File: src/rtl/fp_mult_result_queue.sv
// rtl/fp_mult_result_queue.sv - result FIFO with sticky exception flags for the fp multiplier
//
// Buffers multiplier product words and their status bytes in a
// first-word-fall-through FIFO, and accumulates sticky status plus
// saturating event counters for software.
//
// Ports:
//   clk, rst_n                    clock, asynchronous active-low reset
//   in_valid/in_ready/in_z/in_status      producer side (push)
//   out_valid/out_ready/out_z/out_status  consumer side (pop), zero when empty
//   level                         occupancy 0..DEPTH
//   sticky_status, sticky_clr     OR of accepted statuses, synchronous clear
//   nan_count, inexact_count, ovf_unf_count  saturating event counters
//
// Status byte: {overflow, underflow, zero, inf, nan, tiny, huge, inexact}.

module fp_mult_result_queue #(
  parameter int DEPTH = 4,
  parameter int CNT_W = 16
) (
  input  logic                       clk,
  input  logic                       rst_n,
  input  logic                       in_valid,
  output logic                       in_ready,
  input  logic [31:0]                in_z,
  input  logic [7:0]                 in_status,
  output logic                       out_valid,
  input  logic                       out_ready,
  output logic [31:0]                out_z,
  output logic [7:0]                 out_status,
  output logic [$clog2(DEPTH):0]     level,
  output logic [7:0]                 sticky_status,
  input  logic                       sticky_clr,
  output logic [CNT_W-1:0]           nan_count,
  output logic [CNT_W-1:0]           inexact_count,
  output logic [CNT_W-1:0]           ovf_unf_count
);

  localparam int PW = $clog2(DEPTH);
  localparam int LW = PW + 1;

  logic [31:0]   z_mem [DEPTH];
  logic [7:0]    s_mem [DEPTH];
  logic [PW-1:0] wr_ptr;
  logic [PW-1:0] rd_ptr;
  logic [LW-1:0] level_q;
  logic          push;
  logic          pop;

  // Handshake flags come only from the registered level, so back-pressure
  // never ripples combinationally between producer and consumer.
  assign in_ready  = (level_q != LW'(DEPTH));
  assign out_valid = (level_q != '0);
  assign push      = in_valid && in_ready;
  assign pop       = out_valid && out_ready;
  assign level     = level_q;

  // Head is read straight from storage; gated to zero while empty.
  assign out_z      = out_valid ? z_mem[rd_ptr] : 32'd0;
  assign out_status = out_valid ? s_mem[rd_ptr] : 8'd0;

  // Storage carries no reset; contents are only observable when valid.
  always_ff @(posedge clk) begin
    if (push) begin
      z_mem[wr_ptr] <= in_z;
      s_mem[wr_ptr] <= in_status;
    end
  end

  always_ff @(posedge clk or negedge rst_n) begin
    if (!rst_n) begin
      wr_ptr  <= '0;
      rd_ptr  <= '0;
      level_q <= '0;
    end else begin
      if (push) wr_ptr <= wr_ptr + PW'(1);
      if (pop)  rd_ptr <= rd_ptr + PW'(1);
      case ({push, pop})
        2'b10:   level_q <= level_q + LW'(1);
        2'b01:   level_q <= level_q - LW'(1);
        default: level_q <= level_q;
      endcase
    end
  end

  // Clear takes effect first, then the same-cycle push is accumulated.
  function automatic logic [CNT_W-1:0] cnt_next(
    input logic [CNT_W-1:0] cnt,
    input logic             hit,
    input logic             clr
  );
    logic [CNT_W-1:0] base;
    base = clr ? '0 : cnt;
    if (hit && (base != '1)) return base + CNT_W'(1);
    return base;
  endfunction

  always_ff @(posedge clk or negedge rst_n) begin
    if (!rst_n) begin
      sticky_status <= '0;
      nan_count     <= '0;
      inexact_count <= '0;
      ovf_unf_count <= '0;
    end else begin
      if (sticky_clr)
        sticky_status <= push ? in_status : 8'd0;
      else if (push)
        sticky_status <= sticky_status | in_status;
      nan_count     <= cnt_next(nan_count,     push && in_status[3], sticky_clr);
      inexact_count <= cnt_next(inexact_count, push && in_status[0], sticky_clr);
      ovf_unf_count <= cnt_next(ovf_unf_count, push && (in_status[7] || in_status[6]), sticky_clr);
    end
  end

endmodule

File: config.mk
export PLATFORM = sky130hd
export DESIGN_NAME = fp_mult_result_queue
export DESIGN_NICKNAME = d
export VERILOG_FILES = /design/src/rtl/fp_mult_result_queue.sv
export SDC_FILE = /design/constraint.sdc
export NUM_CORES = 1
export LEC_CHECK = 0
export ABC_CLOCK_PERIOD_IN_PS = 2850
export CAP_MARGIN = 20
export CORE_MARGIN = 5
export CORE_UTILIZATION = 48
export CTS_CLUSTER_DIAMETER = 40
export CTS_CLUSTER_SIZE = 14
export DETAILED_ROUTE_END_ITERATION = 10
export PLACE_DENSITY = 0.72
export SYNTH_ARGS = -nofsm -noshare
export SYNTH_HDL_FRONTEND = slang
export SYNTH_SLANG_ARGS = --single-unit
File: constraint.sdc
create_clock -name clk -period 2.85 [get_ports clk]
set_input_delay 0.57 -clock clk [delete_from_list [all_inputs] [get_ports clk]]
set_output_delay 0.57 -clock clk [all_outputs]
set_load 0.01 [all_outputs]
=== Word-level counts from Yosys, hierarchy flattened ===
Memories as Yosys holds them, arrays and structs flattened.
Index checks and enable logic that the tools add are counted.

* Register bits: 63
* Logic and storage cells: 55
* Input port bits: 45
* Memories kept: 2
* Memory bits (writable): 160

* Bitwise operators: 1
* Multiplexer cells: 20
* Equal/unequal tests: 6
* Reductions and logical operators: 12
* Add/subtract/negate cells: 7

{| class="wikitable"
|+ Memory list
! memory !! depth !! width !! read ports !! clocked after Yosys merged registers in !! wr ports !! RTL line !! text
|-
| z_mem || 4 || 32 || 1 || 0 || 1 || 42 || <nowiki>logic [31:0] z_mem [DEPTH];</nowiki>
|-
| s_mem || 4 || 8 || 1 || 0 || 1 || 43 || <nowiki>logic [7:0] s_mem [DEPTH];</nowiki>
|}

{| class="wikitable"
|+ Operator list
! operator !! number
|-
| $mux W16 || 9
|-
| $add A16 B1 Y16 const B || 3
|-
| $ne A16 B16 Y1 const B || 3
|-
| $mux W32 || 1
|-
| $mux W8 || 4
|-
| $logic_and A1 B1 Y1 || 8
|-
| $or A8 B8 Y8 || 1
|-
| $pmux W3 S2 || 1
|-
| $mux W1 || 5
|-
| $add A2 B1 Y2 const B || 2
|-
| $reduce_bool A2 Y1 || 2
|-
| $add A3 B1 Y3 const B || 1
|-
| $ne A3 B3 Y1 const B || 1
|-
| $reduce_bool A3 Y1 || 1
|-
| $sub A3 B1 Y3 const B || 1
|-
| $eq A2 B1 Y1 const B || 1
|-
| $eq A2 B2 Y1 const B || 1
|-
| $logic_or A1 B1 Y1 || 1
|}

=== Longest topological paths before layout ===
* Depth in word-level cells: 6
* Gate-level depth with buffers: 11
* Gate-level depth less buffers: 10

=== Worst setup path before layout ===
OpenSTA, ideal clock, no wires.

* Path kind: input-to-reg
* Start: in sticky_clr
* End: reg nan_count[3]
* Setup time: 0.125 ns
* Stages on the path: 9
* Arrival: 2.425 ns
* Setup slack: 0.300 ns
* Data required time: 2.725 ns
* Cells stage by stage: clkbuf_1 > clkbuf_1 > nor2b_1 > ha_1 > nand3b_1 > nor4_1 > a21boi_2 > nand4_1 > mux2_2

* Cells in the longest elaborated chain, start to end: 5

{| class="wikitable"
|+ Ends and longest elaborated chain
! element !! RTL line !! text
|-
| start: declaration || 33 || <nowiki>input logic sticky_clr,</nowiki>
|-
| $mux W16 (*) || 93 || <nowiki>base = clr ? '0 : cnt;</nowiki>
|-
| parallel branches: the longest is 3 deep, another holds $add A16 B1 Y16 || n/a ||
|-
| $mux W16 (*) || 95 || <nowiki>return base;</nowiki>
|-
| end signal: assignment || 109 || <nowiki>nan_count <= cnt_next(nan_count, push && in_status[3], sticky_clr);</nowiki>
|-
| end: declaration || 34 || <nowiki>output logic [CNT_W-1:0] nan_count,</nowiki>
|}

Every way passes the cells marked *. The select of a mux whose other input is x is not followed.
A chain may end at the register's enable or synchronous reset.

=== Final worst setup path ===
* Start: reg rd_ptr[0]
* End: out out_z[26]

* Cells in the longest elaborated chain, start to end: 2

{| class="wikitable"
|+ Ends and longest elaborated chain
! element !! RTL line !! text
|-
| start: declaration || 45 || <nowiki>logic [PW-1:0] rd_ptr;</nowiki>
|-
| start signal: assignment || 77 || <nowiki>if (pop) rd_ptr <= rd_ptr + PW'(1);</nowiki>
|-
| $mem_v2 Z4 W32 || n/a ||
|-
| $mux W32 || 59 || <nowiki>assign out_z = out_valid ? z_mem[rd_ptr] : 32'd0;</nowiki>
|-
| end: declaration || 29 || <nowiki>output logic [31:0] out_z,</nowiki>
|}

No other way between the ends.

==> results.sh <==
export IMPL_syn_area_sq_mm=0.00942
export IMPL_die_width_microns=150
export IMPL_cts_buffers=34
export IMPL_die_h_microns=150
export IMPL_grt_pass1_vias=6224
export IMPL_h_tree_depth=2
export IMPL_cts_root_buf="clkbuf_16"
export IMPL_min_path_type="input port to asynchronous set/reset pin"
export IMPL_fin_skew_ns=0.00958
export IMPL_p_leak_uw=0.00469
export IMPL_ys_seq_area_frac=0.678
export IMPL_worstPathMaxFanout=14
export IMPL_yosys_area_top_type="edfxtp_1"
export IMPL_grt_pass1_wl_mm=33.7
export IMPL_drtIter0Drc=286
export IMPL_critical_path_top_delay_family="buffers and inverters"
export IMPL_max_slew_worst_pin_slew_ns=0.881
export IMPL_nets=836
export IMPL_drc=0
export IMPL_row_count=51
export IMPL_required_ns=2.28
export IMPL_fp_coreArea_sq_mm=0.0194
export IMPL_ioPinCount=146
export IMPL_slew_viol_final=0
export IMPL_crit_path_end_kind="primary output"
export IMPL_clkTransAtPathRegs_ns=0.05
export IMPL_relSlewSlack=0.412
export IMPL_postSynth_asyncResetShare=0.283
export IMPL_cts_path_max_buffers=3
export IMPL_cp_cell_sequence="buf_4, buf_12, mux4_2, and2_1, dlygate4sd2_1"
export IMPL_yosys_cell_types_count=50
export IMPL_drv_cap=0
export IMPL_grt_overflow=0
export IMPL_hold_viol_final=0
export IMPL_critPathKind="flop to primary output"
export IMPL_period_share=0.978
export IMPL_port_buffers=145
export IMPL_crit_slowest_cell="mux4_2"
export IMPL_num_antenna_cells=0
export IMPL_postRouteAntennaNets=0
export IMPL_yosysWarnings=0
export IMPL_cts_hold_fix_buffers=0
export IMPL_synth_edff_count=160
export IMPL_dp_hpwl_mm=13.6
export IMPL_outcome="finished clean"
export IMPL_cp_num_buf_inv=3
export IMPL_finalPower_uw=12000
export IMPL_final_util=0.650
export IMPL_layout_area_seq_sq_mm=0.00639
export IMPL_antenna_found_initial=0
export IMPL_arrival_ns=2.22
export IMPL_crit_path_start_kind="flop"
export IMPL_grtUsageTotal=0.192
export IMPL_wl_per_cell_microns=19.7
export IMPL_peakVddDrop_v=0.000468
export IMPL_multi_input_comb_area_sq_mm=0.00291
export IMPL_grt_max_degree=41
export IMPL_synth_top_area_frac=0.510
export IMPL_area_delta_synth_final_pct=34.0
export IMPL_yosys_top_cells_area="edfxtp_1 51%, dfrtp_1 17%, mux4_2 9.6%, and2_1 3.1%, xnor2_1 2.6%"
export IMPL_setup_viol=0
export IMPL_start_util=0.485
export IMPL_routed_via_density=5.47
export IMPL_synth_avg_cell_area_sq_um=15.9
export IMPL_slowest_delay_ns=0.51
export IMPL_synth_cells=591
export IMPL_synth_nets=645
export IMPL_period_needed_ns=2.79
export IMPL_ys_ff_latch=223
export IMPL_clock_sinks=223
export IMPL_rsz0062_at_grt="yes"
export IMPL_first_pass_iters=5
export IMPL_synth_ff_type="edfxtp_1"
export IMPL_final_fill_count=1428
export IMPL_die_area_sq_mm=0.0225
export IMPL_drive_above_1_share=0.189
export IMPL_place_congestion=0.880
export IMPL_num_vias=5855
export IMPL_fmax_mhz=359
export IMPL_insertion_delay_ns=0.49
export IMPL_finalWirelength_mm=21.1
export IMPL_power_density_mw_per_mm2=951
export IMPL_cts_tree="done"
stage by stage:
| stage | cells | worst slack, ns | area [sq um] | setup TNS [ns] | hold WS, ns |
|---|---|---|---|---|---|
| floorplan | 591 | 0.300 | 9420 | 0 | 0.274 |
| global placement | 1006 | 0.0729 | 11400 | 0 | 0.464 |
| detailed placement | 1006 | -0.0529 | 11400 | -0.141 | 0.469 |
| CTS | 1068 | -0.0568 | 12600 | -0.103 | 0.208 |
| global route | 1071 | -0.0114 | 12600 | -0.0271 | 0.253 |
| finish | 1071 | 0.0636 | 12600 | 0 | 0.203 |
placed cells by master (no fill, tap or decap), types with 7 or more instances in the layout:
cell / n
ha_1: 8
and3_1: 9
nor2_1: 26
nor4_1: 8
dfrtp_1: 61
a21oi_1: 9
xnor2_1: 28
inv_1: 11
mux4_2: 40
nor2b_1: 25
nand4_1: 15
nand2_1: 24
buf_4: 23
buf_12: 9
dlygate4sd2_1: 31
edfxtp_1: 160
clkdlybuf4s50_1: 104
nand3_1: 20
and2_1: 45
xor2_1: 9
clkdlybuf4s15_1: 7
clkbuf_16: 35
registers in the layout, indices dropped and copies added, names as in the netlist:
register	cells
inexact_count	16
level	3
nan_count	16
ovf_unf_count	16
rd_ptr	2
s_mem	32
sticky_status	8
wr_ptr	2
z_mem	128
final timing paths:
path	slack, ns	cells past startpoint	start	endpoint
worst min-delay path	0.20	1	rst_n	nan_count[0]$_DFF_PN0_
worst min register to register	0.48	1	sticky_status[3]$_DFFE_PN0P_	sticky_status[3]$_DFFE_PN0P_
worst max register to register	0.51	7	level[1]$_DFFE_PN0P_	level[1]$_DFFE_PN0P_
worst max-delay path	0.06	5	rd_ptr[0]$_DFFE_PN0P_	out_z[26]
max in group asynchronous	1.87	2	rst_n	nan_count[6]$_DFF_PN0_
min in group clk	0.48	1	sticky_status[3]$_DFFE_PN0P_	sticky_status[3]$_DFFE_PN0P_
power by group:
| group | internal [uW] | leakage (uW) | total, uW | switching [uW] |
|---|---|---|---|---|
| logic | 1840 | 0.00181 | 3500 | 1660 |
| clock network | 2740 | 0.000569 | 4210 | 1470 |
| registers | 4100 | 0.00231 | 4290 | 192 |
final cells by class:
cell class                      count  area share
Clock inverter                     23      0.0217
Multi-Input combinational cell    334       0.231
Timing Repair Buffer              178       0.141
Tap cell                          265      0.0263
Sequential cell                   223       0.506
Inverter                           11     0.00327
Clock buffer                       37      0.0708
cells in the mapped netlist, drive strengths merged, types with 2 or more instances:
master	count
edfxtp	160
dfrtp	63
and2	46
mux4	40
xnor2	28
nor2	26
nor2b	25
nand2	24
nand3	20
clkbuf	15
nand4	15
and3	13
inv	11
nor4	10
a21oi	9
xor2	9
buf	8
ha	8
a22o	6
mux2	6
nor3	6
o21ai	6
and4	4
mux2i	4
nand3b	4
or4	3
a211oi	2
a21boi	2
a41oi	2
and3b	2
nor4b	2
o31ai	2
metal layers:
metal	wire length [microns]	track usage
met1	8920	0.262
met2	10000	0.308
met3	1680	0.0488
met4	433	0.0567
met5	0	0
what timing repair did:
action / in CTS / in global routing
pin swaps: 0 / 1
setup buffers: 2 / 3
setup endpoints to repair: 40 / 4
resized for setup: 43 / 8
endpoints found under the hold margin: 0 / 0
kinds of logic (layout without fill, tap and decap cells):
logic type / after synthesis / after routing / synth area share
DFF: 223 / 223 / 0.678
and+or+nand+nor: 205 / 205 / 0.130
muxes: 50 / 50 / 0.107
AOI/OAI and AO/OA: 33 / 33 / 0.0238
adders and majority gates: 9 / 9 / 0.0128
buffers and inverters: 34 / 249 / 0.0141
xor gates and xnor gates: 37 / 37 / 0.0344
Note: power is estimated with default switching activity, not from simulation.
